File: src/rtl/vc_arbiter.sv
// vc_arbiter: weighted two-VC arbiter feeding a two-stage pipeline that routes each word to one of two destinations
module vc_arbiter #(
  parameter int BW = 6,
  parameter int WEIGHT = 4
) (
  input  logic          clk,
  input  logic          reset_L,
  input  logic          VC0_empty,
  input  logic          VC1_empty,
  input  logic [BW-1:0] VC0_data_out,
  input  logic [BW-1:0] VC1_data_out,
  input  logic          D0_almost_full,
  input  logic          D1_almost_full,
  output logic          VC0_rd,
  output logic          VC1_rd,
  output logic [BW-1:0] data_out,
  output logic          D0_push,
  output logic          D1_push,
  output logic          idle
);
  logic          stall;
  logic          starve;
  logic          s1_valid;
  logic          s1_src;
  logic [3:0]    cnt;
  logic [BW-1:0] selected_data;
  always_comb begin
    stall = D0_almost_full | D1_almost_full;
    starve = cnt == 4'(WEIGHT);
    VC1_rd = reset_L & !stall & !VC1_empty & (VC0_empty | starve);
    VC0_rd = reset_L & !stall & !VC0_empty & !(starve & !VC1_empty);
    selected_data = s1_src ? VC1_data_out : VC0_data_out;
    idle = VC0_empty & VC1_empty & !s1_valid & !D0_push & !D1_push;
  end
  always_ff @(posedge clk or negedge reset_L) begin
    if (!reset_L) begin
      cnt <= 4'd0;
      s1_valid <= 1'b0;
      s1_src <= 1'b0;
      data_out <= '0;
      D0_push <= 1'b0;
      D1_push <= 1'b0;
    end else begin
      cnt <= VC1_rd ? 4'd0 :
             (VC0_rd & !VC1_empty) ? cnt + 4'd1 :
             (VC1_empty & !VC0_rd) ? 4'd0 : cnt;
      s1_valid <= VC0_rd | VC1_rd;
      s1_src <= VC1_rd;
      data_out <= s1_valid ? selected_data : data_out;
      D0_push <= s1_valid & !selected_data[BW-1];
      D1_push <= s1_valid & selected_data[BW-1];
    end
  end
endmodule

File: config.mk
export PLATFORM = sky130hd
export DESIGN_NAME = vc_arbiter
export DESIGN_NICKNAME = d
export VERILOG_FILES = /design/src/rtl/vc_arbiter.sv
export SDC_FILE = /design/constraint.sdc
export NUM_CORES = 1
export LEC_CHECK = 0
export BUFFER_PORTS_ARGS = -buffer_cell sky130_fd_sc_hd__buf_2
export CAP_MARGIN = 30
export CELL_PAD_IN_SITES_DETAIL_PLACEMENT = 1
export CELL_PAD_IN_SITES_GLOBAL_PLACEMENT = 2
export CORE_ASPECT_RATIO = 0.6
export CORE_MARGIN = 1.5
export CORE_UTILIZATION = 25
export DETAILED_ROUTE_END_ITERATION = 7
export GPL_TIMING_DRIVEN = 0
export PLACE_DENSITY_LB_ADDON = 0.3
export SYNTH_ARGS = -nofsm -noshare
export SYNTH_HDL_FRONTEND = slang
export SYNTH_SLANG_ARGS = --single-unit
File: constraint.sdc
create_clock -name clk -period 1.5 [get_ports clk]
set_input_delay 0.225 -clock clk [delete_from_list [all_inputs] [get_ports clk]]
set_output_delay 0.225 -clock clk [all_outputs]
set_load 0.01 [all_outputs]
==> flow_metrics.py, run 1 <==
metrics = {
    "detailed_routing": {
        "drt-initial-drc-count": 24,
        "drt-vias-per-instance": 4.47,
        "wire_per_inst_um": 13.3,
        "drc_errors": 0,
        "wl_um": 2040,
        "drtPass1Iterations": 4,
        "num_vias": 684,
        "postRouteAntennaNets": 0,
    },
    "clock_network": {
        "cts_num_sinks": 14,
        "cts_buffers": 3,
        "clk_pin_slew_ps": 60,
        "htreeDepth": 1,
        "clkLatencyLatePin_ps": 240,
        "cts_buffer_depth": 2,
        "root_buffer": "clkbuf_8",
        "cts_tree": "yes",
    },
    "floorplan": {
        "core_sq_mm": 0.00285,
        "die_x_um": 73.5,
        "die-area_sq_mm": 0.00333,
        "fp.dieH_um": 45.3,
        "design.portCount": 29,
        "rows": 15,
        "initial_core_util_pct": 26.1,
    },
    "finish": {
        "fin_nets": 133,
        "n_antenna_cell": 0,
        "stdcell_count": 153,
        "num-fill-cells": 352,
        "drive_gt1_share_pct": 47.7,
        "syn2layout_area_growth_pct": 49.3,
    },
    "setup_path": {
        "end_kind": "output pin",
        "crit_chain": "inv_2 > ha_4 > nor2b_4 > a21oi_4 > nor3_4 > buf_2",
        "criticalPathCategory": "flip-flop to output pin",
        "arrival_ps": 1370,
        "crit_fanout": 2,
        "critPathSlowestCell": "dfrtp_1",
        "cp-start-kind": "flip-flop",
        "crit_required_ps": 1270,
        "max_stage_delay_ps": 400,
    },
    "timing": {
        "layout_min_cycle_time_ps": 1590,
        "rsz0062_at_grt": "true",
        "hold_viol": 0,
        "hold-worst-slack_ps": 279,
        "fmax_mhz": 628,
        "layout_setup_ws_ps": -92.1,
        "fin_crit_sh_pct": 106,
        "fin_skew_ps": 4.56,
        "setup_viol": 2,
        "drv_slew": 0,
        "worst_slew_pin_slew_ps": 559,
        "maxSlewHeadroom_pct": 62.8,
    },
    "pwr": {
        "p_leak_uw": 0.000516,
        "power_density_mw_per_mm2": 817,
        "ir_drop_uv": 313,
    },
    "global_route": {
        "overflow": 0,
        "grt_pass1_wl_um": 3220,
        "antenna_found_initial": 0,
        "grt_max_degree": 15,
        "grt_util_all_layers_pct": 13.2,
        "grt_pass1_vias": 661,
    },
    "run": {
        "cap_violations": 0,
    },
    "yosys": {
        "synth_commonest_cells": "dfrtp_1 (14), a21oi_1 (9), nor2_1 (9), mux2i_1 (6)",
        "ys_ff_latch": 14,
        "syn_nets": 91,
        "syn_area_sq_um": 746,
        "syn_avg_cell_area_sq_um": 10.5,
        "synth.area.top_cells": "dfrtp_1 (47%), mux2i_1 (8.1%), a21oi_1 (6.0%), nor2_1 (4.5%), a2111oi_4 (3.7%)",
        "synth.most_common_cell": "dfrtp_1",
        "synth_ff_type": "dfrtp_1",
        "synthArstFlopShare_pct": 100,
        "seq_area_frac_synth_pct": 47.0,
        "ys_types": 27,
        "synth_top_cell_by_area": "dfrtp_1",
        "yosys_warnings": 0,
        "synth_edf_count": 0,
        "syn_inst": 71,
        "synth.top_cell.area_share_pct": 47.0,
    },
    "min_path": {
        "holdCritPathClass": "input port to flip-flop",
    },
    "place": {
        "numPortBuffers": 27,
        "dp_cells": 140,
        "dp_hpwl_um": 1410,
        "gp_congestion": 0.710,
    },
    "run_status": {
        "violations": "negative setup slack",
        "status": "finished with violations",
    },
}
==> flip-flops by register name (all words and copies together) (netlist names) <==
signal    flops
D0_push       1
D1_push       1
cnt           4
data_out      6
s1_src        1
s1_valid      1
==> final timing paths <==
kind / from / end / slack (ps) / depth (start not counted)
max: cnt[1]$_DFFE_PN0P_ / VC1_rd / -90 / 6
min: VC0_data_out[5] / D1_push$_DFF_PN0_ / 280 / 3
max reg2reg: cnt[1]$_DFFE_PN0P_ / cnt[3]$_DFFE_PN0P_ / 10 / 7
min reg2reg: data_out[5]$_DFFE_PN0P_ / data_out[5]$_DFFE_PN0P_ / 520 / 2
max in group asynchronous: reset_L / data_out[3]$_DFFE_PN0P_ / 870 / 3
min in group asynchronous: reset_L / data_out[0]$_DFFE_PN0P_ / 460 / 3
==> critical path: cells and delay by family (launching register included) <==
kind,cells,cell delay [ps]
AOI/OAI and AO/OA,1,80
and+or+nand+nor,2,300
DFF,1,400
buffers and inverters,2,240
adders and majority gates,1,120
==> layer usage <==
layer / part of all wire, % / wire length (um) / global-route usage [%] / vias up
met5: 0 / 0 / 0 / -
met4: 0 / 0 / 1.11 / 0
met3: 4.5 / 91 / 4.69 / 0
met2: 47 / 950 / 18.7 / 19
li1: - / - / - / 334
met1: 49 / 993 / 19.9 / 331
==> through the flow <==
step / worst slack, ps / TNS, ps / area, sq um / util, % / power (uW)
3_5_place_dp: -349 / -1280 / 941 / 33.0 / 591
4_1_cts: -116 / -181 / 1100 / 38.6 / 923
6_report: -92.1 / -148 / 1110 / 39.0 / 910
5_1_grt: -161 / -364 / 1110 / 39.0 / 964
3_3_place_gp: -335 / -1140 / 941 / 33.0 / 587
2_1_floorplan: 70.1 / 0 / 753 / - / 510
==> what timing repair did <==
item / CTS / global route
pin swaps: 3 / 0
hold buffers: 1 / 0
gates resized for setup: 12 / 1
endpoints found under the hold margin: 14 / 0
setup endpoints to repair: 5 / 3
buffers inserted: 8 / 1
==> cells in the final DEF (no fill, tap or decap), types with 2 or more instances in the layout <==
cell,instances
nor3b_1,2
inv_2,2
a21oi_2,2
a21oi_1,7
nor2_1,9
nor2b_1,2
mux2i_1,6
buf_4,9
clkbuf_8,3
dfrtp_1,14
nand2_1,3
buf_2,26
clkbuf_1,3
==> layout make-up <==
class,instances,area [sq um],area share [%]
repair buffers,37,228,20.4
flip-flops and latches,14,350,31.5
plain buffers,4,22.5,2.02
multi-input cells,50,408,36.6
well taps,42,52.6,4.72
clock buffers,3,41.3,3.71
inverters,3,11.3,1.01
==> where the power goes <==
group | switching (uW) | total, uW | internal [uW]
Sequential | 17.5 | 430 | 412
Clock | 123 | 300 | 177
Combinational | 95.9 | 180 | 84.5
Total | 236 | 910 | 674
==> logic make-up (layout without fill, tap and decap cells) <==
| group | count (synthesis) | count (layout) | share of synthesized area, % |
|---|---|---|---|
| compound gates | 17 | 17 | 18.3 |
| fa+ha+maj | 2 | 2 | 3.36 |
| buf+inv | 7 | 47 | 4.53 |
| flops | 14 | 14 | 47.0 |
| mux | 6 | 6 | 8.05 |
| simple gates | 25 | 25 | 18.8 |
(Power assumes the default switching activity.)
==> inputs of run 2 (changes only) <==
- REMOVE_ABC_BUFFERS: not set -> 1
- SETUP_SLACK_MARGIN: not set -> 0.02
- SLEW_MARGIN: not set -> 20
==> run 2 against run 1 <==
Compared with the run above: the run still ends with negative setup slack left; core utilization shrank 1.1 points; clock power is essentially flat; via count shrank 4.7%; clock skew shrank 2.2 ps; sequential cell count is the same; largest power group unchanged.
==> flow_metrics.py, run 2 (synthesized netlist as in run 1, its figures left out) <==
metrics = {
    "pwr": {
        "power.internal_uw": 670,
        "power_density_mw_per_mm2": 835,
        "power_uw": 905,
        "clkPwrFrac_pct": 33.5,
        "seq_power_share_pct": 48.0,
        "p_leak_uw": 0.000498,
        "swShare_pct": 25.9,
        "pwr-share-comb_pct": 18.4,
        "switching_power_uw": 235,
        "ir_drop_uv": 259,
    },
    "finish": {
        "top_regs": "data_out (6), cnt (4)",
        "syn2layout_area_growth_pct": 45.3,
        "n_antenna_cell": 0,
        "max_flop_register": "data_out",
        "largest_register_ffs": 6,
        "final_common_cell": "buf_2",
        "fin_area_sq_mm": 0.00108,
        "fin_nets": 129,
        "drive_gt1_share_pct": 51.4,
        "finalCoreUtilization_pct": 38.0,
        "stdcell_count": 149,
        "final_cell_mix": "buf_2 (27), dfrtp_1 (13), nor2_1 (9), buf_4 (8), a21oi_1 (7)",
    },
    "clock_network": {
        "cts_buffers": 3,
        "clk_pin_slew_ps": 60,
        "cts_num_sinks": 14,
        "clkLatencyLatePin_ps": 240,
        "cts_buffer_depth": 2,
        "htreeDepth": 1,
        "root_buffer": "clkbuf_8",
        "cts_tree": "yes",
    },
    "global_route": {
        "grt_util_all_layers_pct": 12.8,
        "antenna_found_initial": 0,
        "grt_pass1_vias": 679,
        "overflow": 0,
        "grt_pass1_wl_um": 3110,
        "grt_max_degree": 15,
    },
    "setup_path": {
        "reg2reg_to": "cnt[3]$_DFFE_PN0P_",
        "path_buf_inv": 2,
        "end_kind": "output pin",
        "reg2reg_depth": 7,
        "arrival_ps": 1350,
        "crit_required_ps": 1270,
        "cp-start-kind": "flip-flop",
        "crit_chain": "inv_2 > ha_4 > nor2b_4 > a21oi_4 > nor3_2 > buf_2",
        "criticalPathCategory": "flip-flop to output pin",
        "crit_fanout": 2,
        "rr_startpoint": "cnt[0]$_DFFE_PN0P_",
        "cp_top_family": "flip-flops",
        "max_stage_delay_ps": 390,
        "critPathSlowestCell": "dfrtp_1",
        "r2r_slack_ps": 30,
    },
    "detailed_routing": {
        "postRouteAntennaNets": 0,
        "drc_errors": 0,
        "drt-initial-drc-count": 41,
        "wl_met2_um": 824,
        "maxUsedRoutingLayer": "met4",
        "wl_um": 1870,
        "met1_length_um": 960,
        "drtPass1Iterations": 3,
        "met3_length_um": 72,
        "num_vias": 652,
        "drt-vias-per-instance": 4.38,
        "wire_per_inst_um": 12.5,
    },
    "floorplan": {
        "initial_core_util_pct": 26.1,
        "design.portCount": 29,
        "die-area_sq_mm": 0.00333,
        "fp.dieH_um": 45.3,
        "rows": 15,
        "die_x_um": 73.5,
        "core_sq_mm": 0.00285,
    },
    "min_path": {
        "hold_path_depth": 3,
        "min_to": "data_out[4]$_DFFE_PN0P_",
        "holdCritPathClass": "input port to flip-flop",
        "min_from": "VC0_data_out[4]",
    },
    "timing": {
        "fin_crit_sh_pct": 105,
        "layout_min_cycle_time_ps": 1580,
        "fmax_mhz": 635,
        "layout_setup_ws_ps": -75.4,
        "maxSlewHeadroom_pct": 58.0,
        "fin_skew_ps": 2.31,
        "hold_viol": 0,
        "rsz0062_at_grt": "true",
        "worst_slew_pin_slew_ps": 627,
        "drv_slew": 0,
        "setup_viol": 2,
    },
    "place": {
        "dp_hpwl_um": 1360,
        "numPortBuffers": 28,
        "dpl-instance-area_sq_um": 916,
        "gp_congestion": 0.689,
        "dp_cells": 137,
    },
    "run": {
        "cap_violations": 0,
    },
    "run_status": {
        "violations": "negative setup slack",
        "status": "finished with violations",
    },
}
==> run 2: power groups by stage <==
stage	registers, uW	logic [uW]	clock network, uW
global route	440	191	337
detailed placement	440	146	0
global placement	439	142	0
finish	435	167	303
CTS	434	166	316
floorplan	455	48.3	0
==> run 2: worst max path at each step <==
stage                                   from     end  slack (ps)  cells after the start
after floorplan           cnt[0]$_DFFE_PN0P_  VC1_rd        -120                      5
after global placement               reset_L  VC0_rd        -420                      5
after detailed placement             reset_L  VC0_rd        -420                      5
after CTS                 cnt[0]$_DFFE_PN0P_  VC1_rd        -150                      6
after global routing      cnt[0]$_DFFE_PN0P_  VC1_rd        -190                      6
final                     cnt[0]$_DFFE_PN0P_  VC1_rd         -80                      6
==> run 2: through the flow <==
step	hold WS, ps	setup slack [ps]	setup TNS (ps)
after floorplan	-70.6	-123	-169
after global placement	143	-419	-1830
after detailed placement	146	-417	-1970
after CTS	277	-151	-213
after global routing	306	-186	-344
final	280	-75.4	-129
==> run 2: cell type report <==
cell class,count,area (sq um)
fill,341,1770
multi-input combinational,50,410
sequential,14,352
tap,42,52.6
timing repair buffer,37,216
inverter,3,11.3
clock buffer,3,41.3
==> run 2: worst reg2reg max path, delay by kind of cell (launching register included) <==
kind	cells	cell delay [ps]
DFF	1	360
and+or+nand+nor	1	130
AOI/OAI and AO/OA	3	550
adders and majority gates	1	150
buffers and inverters	2	210
==> run 2: per-layer routing <==
metal  GRT usage (%)  vias up
li1                -      323
met1            18.2      316
met2            19.1       11
met3            3.57        2
met4            3.33        0
met5               0        -
==> run 2: what timing repair did <==
| item | in CTS | in global routing |
|---|---|---|
| hold endpoints to repair | 14 | 0 |
| pin swaps | 3 | 1 |
| hold buffers | 1 | 0 |
| endpoints found under the setup margin | 7 | 4 |
| setup buffers | 6 | 2 |
| gates resized for setup | 13 | 3 |
